===== config.mk =====
export PLATFORM = sky130hd
export DESIGN_NAME = qnigma_rr_arbiter
export DESIGN_NICKNAME = d
export VERILOG_FILES = /design/src/rtl/qnigma_pkg.sv /design/src/rtl/qnigma_onehot.sv /design/src/rtl/qnigma_rr_arbiter.sv
export SDC_FILE = /design/constraint.sdc
export NUM_CORES = 1
export LEC_CHECK = 0
export CAP_MARGIN = 0
export CELL_PAD_IN_SITES_DETAIL_PLACEMENT = 1
export CELL_PAD_IN_SITES_GLOBAL_PLACEMENT = 1
export CORE_MARGIN = 2
export CORE_UTILIZATION = 32
export DETAILED_ROUTE_END_ITERATION = 10
export PLACE_DENSITY_LB_ADDON = 0.08
export SLEW_MARGIN = 20
export SYNTH_ARGS = -nofsm -noshare
export SYNTH_HDL_FRONTEND = slang
export SYNTH_SLANG_ARGS = --single-unit

===== constraint.sdc =====
create_clock -name clk -period 1.7 [get_ports clk]
set_input_delay 0.34 -clock clk [delete_from_list [all_inputs] [get_ports clk]]
set_output_delay 0.34 -clock clk [all_outputs]
set_load 0.01 [all_outputs]

===== src/rtl/qnigma_pkg.sv =====
// Shared types for the qnigma arbitration blocks.
package qnigma_pkg;

    typedef enum logic [0:0] {
        StIdle,
        StGrant
    } arb_state_e;

endpackage


===== src/rtl/qnigma_onehot.sv =====
// Priority select: keeps only the lowest (MSB=0) or highest (MSB=1) set bit of vec_i.
module qnigma_onehot #(
    parameter int unsigned W   = 4,
    parameter bit          MSB = 1'b0
) (
    input  logic [W-1:0] vec_i,
    output logic [W-1:0] onehot_o
);

    always_comb begin
        onehot_o = '0;
        if (MSB) begin
            for (int i = 0; i < int'(W); i++) begin
                if (vec_i[i]) begin
                    onehot_o    = '0;
                    onehot_o[i] = 1'b1;
                end
            end
        end else begin
            // Scan downwards so the last hit is the lowest set bit
            for (int i = int'(W) - 1; i >= 0; i--) begin
                if (vec_i[i]) begin
                    onehot_o    = '0;
                    onehot_o[i] = 1'b1;
                end
            end
        end
    end

endmodule


===== src/rtl/qnigma_rr_arbiter.sv =====
// Round-robin arbiter with registered one-hot grant and a bubble between grants.
// Optional grant timeout enabled by defining QNIGMA_ARB_TIMEOUT_EN.
module qnigma_rr_arbiter
    import qnigma_pkg::*;
#(
    parameter int unsigned N     = 4,
    parameter int unsigned TMO_W = 8
) (
    input  logic                 clk,
    input  logic                 rst,
    input  logic [N-1:0]         req,
    input  logic                 done,
    output logic [N-1:0]         gnt,
    output logic [$clog2(N)-1:0] gnt_idx,
    output logic                 vld,
    output logic                 tmo
);

    localparam int unsigned IW = $clog2(N);

    arb_state_e      state_q, state_d;
    logic [N-1:0]    gnt_q, gnt_d;
    logic [IW-1:0]   idx_q, idx_d;
    logic [IW-1:0]   ptr_q, ptr_d;
    logic [N-1:0]    mask, oh_masked, oh_raw, sel;
    logic [IW-1:0]   sel_idx, ptr_next;
    logic            rel;

    always_comb begin
        for (int i = 0; i < int'(N); i++) begin
            mask[i] = (IW'(i) >= ptr_q);
        end
    end

    qnigma_onehot #(
        .W   (N),
        .MSB (1'b0)
    ) u_onehot_masked (
        .vec_i    (req & mask),
        .onehot_o (oh_masked)
    );

    qnigma_onehot #(
        .W   (N),
        .MSB (1'b0)
    ) u_onehot_raw (
        .vec_i    (req),
        .onehot_o (oh_raw)
    );

    assign sel = (|oh_masked) ? oh_masked : oh_raw;

    always_comb begin
        sel_idx = '0;
        for (int i = 0; i < int'(N); i++) begin
            if (sel[i]) begin
                sel_idx = sel_idx | IW'(i);
            end
        end
    end

    assign ptr_next = (idx_q == IW'(N - 1)) ? '0 : idx_q + IW'(1);

`ifdef QNIGMA_ARB_TIMEOUT_EN
    // Forced release fires on the edge where the counter would reach all-ones
    localparam logic [TMO_W-1:0] TMO_LAST = {TMO_W{1'b1}} - TMO_W'(1);

    logic [TMO_W-1:0] cnt_q, cnt_d;
    logic             tmo_q, tmo_d;

    assign cnt_d = (state_q == StGrant) ? cnt_q + TMO_W'(1) : '0;

    always_ff @(posedge clk) begin
        if (rst) begin
            cnt_q <= '0;
            tmo_q <= 1'b0;
        end else begin
            cnt_q <= cnt_d;
            tmo_q <= tmo_d;
        end
    end

    assign tmo = tmo_q;
`else
    assign tmo = 1'b0;
`endif

    always_comb begin
        state_d = state_q;
        gnt_d   = gnt_q;
        idx_d   = idx_q;
        ptr_d   = ptr_q;
        rel     = 1'b0;
`ifdef QNIGMA_ARB_TIMEOUT_EN
        tmo_d   = 1'b0;
`endif
        unique case (state_q)
            StIdle: begin
                if (|req) begin
                    state_d = StGrant;
                    gnt_d   = sel;
                    idx_d   = sel_idx;
                end
            end
            StGrant: begin
                rel = done | ~req[idx_q];
`ifdef QNIGMA_ARB_TIMEOUT_EN
                if (!rel && cnt_q == TMO_LAST) begin
                    rel   = 1'b1;
                    tmo_d = 1'b1;
                end
`endif
                if (rel) begin
                    state_d = StIdle;
                    gnt_d   = '0;
                    ptr_d   = ptr_next;
                end
            end
            default: begin
                state_d = StIdle;
                gnt_d   = '0;
            end
        endcase
    end

    always_ff @(posedge clk) begin
        if (rst) begin
            state_q <= StIdle;
            gnt_q   <= '0;
            idx_q   <= '0;
            ptr_q   <= '0;
        end else begin
            state_q <= state_d;
            gnt_q   <= gnt_d;
            idx_q   <= idx_d;
            ptr_q   <= ptr_d;
        end
    end

    assign gnt     = gnt_q;
    assign gnt_idx = idx_q;
    assign vld     = (state_q == StGrant);

endmodule


# Yosys cells after proc, flatten, opt, wreduce, memory -nomap -nowiden
# Index checks and enable logic that the tools add are counted.
[classes] add_sub_neg=1 order_cmp=5 n_eq_ne=3 mux=21 bitwise_logic=4 reduce_logical=5
[ops] op="2-to-1 mux 4 bit" count=11
[ops] op="case mux 4 bit (2 select lines)" count=1
[ops] op="OR reduction 4 bit" count=2
[ops] op="2-to-1 mux 2 bit" count=3
[ops] op="AND reduction 2 bit" count=3
[ops] op="bitwise AND 4 bit" count=1
[ops] op="greater-or-equal comparator 1 x 2 -> 1 bit (first input constant)" count=2
[ops] op="greater-or-equal comparator 2 bit (first input constant)" count=2
[ops] op="2-to-1 mux 1 bit" count=4
[ops] op="less-than comparator 2 x 3 -> 1 bit (second input constant)" count=1
[ops] op="adder 2 x 1 -> 2 bit (second input constant)" count=1
[ops] op="binary-select mux 1 bit (select 2 bit)" count=1
[ops] op="equality test 2 bit (second input constant)" count=1
[ops] op="!= test 2 x 1 -> 1 bit (second input constant)" count=1
[ops] op="!= test 2 bit (second input constant)" count=1
[ops] op="inverter 1 bit" count=2
[ops] op="case mux 1 bit (2 select lines)" count=1
[ops] op="bitwise OR 1 bit" count=1
[word_totals] register_bits=9 in_bits=7 output_inout_bits=8 elab_cells=43

# Longest topological paths before layout
[logic_depth] word_depth=11 mapped_depth=6 depth_no_buf=4

# Modules after synthesis
# Synthesis repeated with hierarchy kept, for this count alone.
[unflattened] hier_cells=64 hier_area_um2=611.8
[modules_own_cells] module="qnigma_rr_arbiter" instances=1 cells_each=56 area_each_um2=534.3 seq_area_each_um2=180.2
[modules_own_cells] module="qnigma_onehot" instances=2 cells_each=4 area_each_um2=38.8 seq_area_each_um2=0.0

# Least setup slack after synthesis
# Ideal clock, no wire load.
[synth_path] path_type="flip-flop to flip-flop" from="register idx_q[0] (netlist: gnt_idx[0])" to="register gnt_q[0] (netlist: gnt[0])" setup_ns=0.117 arrival_ns=1.236 required_time_ns=1.583 setup_slack_ns=0.347 path_stages_with_launch=5 path_buffers=0 synth_period_minus_slack_ns=1.353 path_cell_list="dfxtp_1 mux2i_1 o221ai_2 and2b_1 a32o_1"
[synth_between] elab_chain_cells=6
[synth_lines] element="start, declared" line="qnigma_rr_arbiter.sv:23" text="logic [IW-1:0] idx_q, idx_d;"
[synth_lines] element="start signal, assigned" line="qnigma_rr_arbiter.sv:135" text="idx_q <= idx_d;"
[synth_lines] element="binary-select mux 1 bit (select 2 bit)" line="qnigma_rr_arbiter.sv:106" text="rel = done | ~req[idx_q];"
[synth_lines] element="2-to-1 mux 1 bit (not written as such)" line="qnigma_rr_arbiter.sv:106"
[synth_lines] element="inverter 1 bit" line="qnigma_rr_arbiter.sv:106"
[synth_lines] element="bitwise OR 1 bit" line="qnigma_rr_arbiter.sv:106"
[synth_lines] element="!= test 2 x 1 -> 1 bit (no source line)"
[synth_lines] element="AND reduction 2 bit (no source line)"
[synth_lines] element="end signal, assigned" line="qnigma_rr_arbiter.sv:134" text="gnt_q <= gnt_d;"
[synth_lines] element="end, declared" line="qnigma_rr_arbiter.sv:22" text="logic [N-1:0] gnt_q, gnt_d;"
# No other way between the ends. The select of a mux whose other input is x is not followed.
# A chain may end at the register's enable or synchronous reset.

# Worst setup path after layout
[layout_path] from="register idx_q[1] (netlist: gnt_idx[1])" to="output port gnt_idx[1]"
[layout_lines] element="end, declared" line="qnigma_rr_arbiter.sv:14" text="output logic [$clog2(N)-1:0] gnt_idx,"
# No word-level cell between the ends.

==> metrics <==
GR Overflow Total=0; Ant. Diodes=0; Yosys cell types=32; post-synthesis compound-gate area fraction=0.295; wire per inst=14.2 um; buffers and inverters on the worst path=1; initial antenna violation count=0; Net Count, Synth=between 70 and 80; design area=742 sq um; Worst R2R End=gnt[3]$_SDFFE_PP0P_; HP Class=reg2reg; DP Area=about 710 sq um; first-pass GRT wire length=roughly 2.3 mm; mux share of post-synthesis cell area=0.0562; Yosys top cell area share=0.337; Multi-input gate area=312 sq um; synth warn=0; CTS buffer count=3; Worst Setup EP=gnt_idx[1]; Tot GR Track Use=0.173; Met3 Routed Length=about 69 um; Setup crit start=gnt_idx[1]$_SDFFE_PP0P_; Area Growth Syn to Fin=38.9%; RR Startpoint=gnt_idx[1]$_SDFFE_PP0P_; Arrival @ worst endpoint=1.25 ns; Seq pwr share=0.438; largest net degree at the start of global routing=10; post-synthesis cell area=534 sq um; Tcrit/Tclk final=0.934; final worst path period need=1.59 ns; fillcell total=191; asr flop ratio synth=0; final wirelength=around 1.4 mm; Sink Count=9; DR WL met2=around 600 um; post-route ant nets=0; predominant post-synthesis flop cell=dfxtp_1; leakage dissipation=0.280 nW; Vias=around 540; core area=1540 sq um; dominant cells by area after synthesis=dfxtp_1, mux2i_1, a21oi_1, nor2_1, o211ai_1; site row count=14; Worst R2R Setup Slack=around 0.23 ns; residual DRC count=0; CP startpoint kind=register; final hold violation count=0; Met1 Routed Length=approximately 670 um; r2r worst-path depth=4; clk slew on worst S/H paths=0.06 ns; most instantiated cells after synthesis=dfxtp_1, nor2_1, a21oi_1; cell taking the most area after synthesis=dfxtp_1; EDFF count, synth=0; critical path class=reg2out; Root Driver=clkbuf_4; cells along the critical path=clkdlybuf4s50_1; GPL Wtd Cong=0.798; f_max=630 MHz; post-synthesis adder-cell area fraction=0.0234; main combinational cell family by area after synthesis=compound AO/OA/AOI/OAI gates; Die ar.=2010 sq um; clk buf depth=2; Iter 0 DRT Violations=6; RSZ-0062 raised after global routing=false; share of total power in the clock network=0.286; drt first pass iters=4; clock skew=roughly 0.0031 ns; sequential share of the synthesized area=0.337; drt via density=5.43; CTS tree=yes; status=finished clean; Crit path required time=1.36 ns; crit-path max FO=5; CP max-delay cell=clkdlybuf4s50_1; count leader, synth=dfxtp_1; Sw Ratio=0.304; PortBufs=13; Gate Count Post-Synth=63; CP max stage delay=between 0.5 and 0.6 ns; Gate power share=0.277; fin nets=slightly above 90; Avg Inst Size Synth=8.48 sq um; max cap viols=0; initial core utilization=0.347; Cell Pwr Density=796 nW/um^2; setup TNS=0 ns; Crit. End Element=output pin; register area=183 sq um; Top delay family on crit path=buffers and inverters; Post-DP HPWL=1.10 mm; xor/xnor share of the synthesized area=0; # setup viols final=0; DIE HEIGHT=44.9 um; maximum VDD drop=0.311 mV; final hold slack=0.478 ns; clock latency on the worst-skew pair=between 0.2 and 0.3 ns; final slew viol count=0; Yosys reg bits=9; Top Layer Used=met4; critical path depth in cells=1; post-synthesis simple-gate area fraction=0.201; Die X=44.9 um; H-tree depth=1; layout cells sized above 1=0.205; vias in the first global route=530; IO Pins=15; Switch Pwr=0.180 mW; Int Power=0.411 mW
-- per-layer routing --
layer,up-vias,global-route usage
li1,268,-
met2,11,0.258
met3,5,0.0640
met1,254,0.196
met5,-,0
met4,0,0.141
-- power by group through the flow --
stage / logic [mW] / registers, mW / clock network [mW]
global route: 0.180 / 0.262 / 0.191
finish: 0.164 / 0.259 / 0.169
global placement: 0.161 / 0.262 / 0
CTS: 0.164 / 0.257 / 0.177
detailed placement: 0.164 / 0.262 / 0
floorplan: 0.0934 / 0.257 / 0
-- area by class of cell --
| cell class | instances | share of cell area |
|---|---|---|
| flip-flops and latches | 9 | 0.246 |
| inverters | 3 | 0.0152 |
| well taps | 16 | 0.0270 |
| repair buffers | 21 | 0.256 |
| multi-input cells | 46 | 0.420 |
| clock buffers | 4 | 0.0354 |
-- placed cells by master (no fill, tap or decap), types with 2 or more instances in the layout --
master / instances
inv_1: 3
dfxtp_1: 7
nand2b_1: 2
o211ai_1: 3
a311oi_1: 2
a21oi_1: 5
a21boi_1: 2
nand2_1: 2
o22ai_1: 2
buf_4: 8
clkbuf_4: 3
dfxtp_2: 2
o21ai_0: 3
clkdlybuf4s50_1: 13
or2_1: 2
nor2_1: 6
mux2i_1: 3
-- metrics by stage --
step	worst slack (ns)	total power, mW	util	cells
floorplan	0.347	0.350	-	63
global placement	-0.0841	0.423	0.463	95
detailed placement	-0.146	0.426	0.463	95
CTS	0.0257	0.599	0.480	99
global route	0.0509	0.633	0.481	99
finish	0.112	0.591	0.481	99
-- repair_timing --
item | 4_1_cts | 5_1_grt
setup buffers | 0 | 0
resized for setup | 0 | 2
hold buffers | 0 | 0
hold endpoints to repair | 0 | 0
setup endpoints to repair | 0 | 2
-- flip-flops by register name, summed over array words and instances (netlist names) --
register  cells
vld           1
gnt_idx       2
ptr_q         2
gnt           4
-- logic make-up after synthesis --
| family | count (synthesis) |
|---|---|
| buffers and inverters | 8 |
| muxes | 3 |
| AOI/OAI and AO/OA | 22 |
| adders and majority gates | 1 |
| DFF | 9 |
| and+or+nand+nor | 19 |
| other | 1 |
-- worst min-delay path by stage --
stage | startpoint | end | slack, ns | depth (start not counted)
global placement | gnt[3]$_SDFFE_PP0P_ | gnt[3]$_SDFFE_PP0P_ | 0.45 | 2
floorplan | gnt[3]$_SDFFE_PP0P_ | gnt[3]$_SDFFE_PP0P_ | 0.48 | 2
finish | gnt[1]$_SDFFE_PP0P_ | gnt[1]$_SDFFE_PP0P_ | 0.48 | 2
CTS | gnt[1]$_SDFFE_PP0P_ | gnt[1]$_SDFFE_PP0P_ | 0.48 | 2
detailed placement | gnt[1]$_SDFFE_PP0P_ | gnt[1]$_SDFFE_PP0P_ | 0.47 | 2
global route | gnt[1]$_SDFFE_PP0P_ | gnt[1]$_SDFFE_PP0P_ | 0.51 | 2
(Power assumes the default switching activity.)
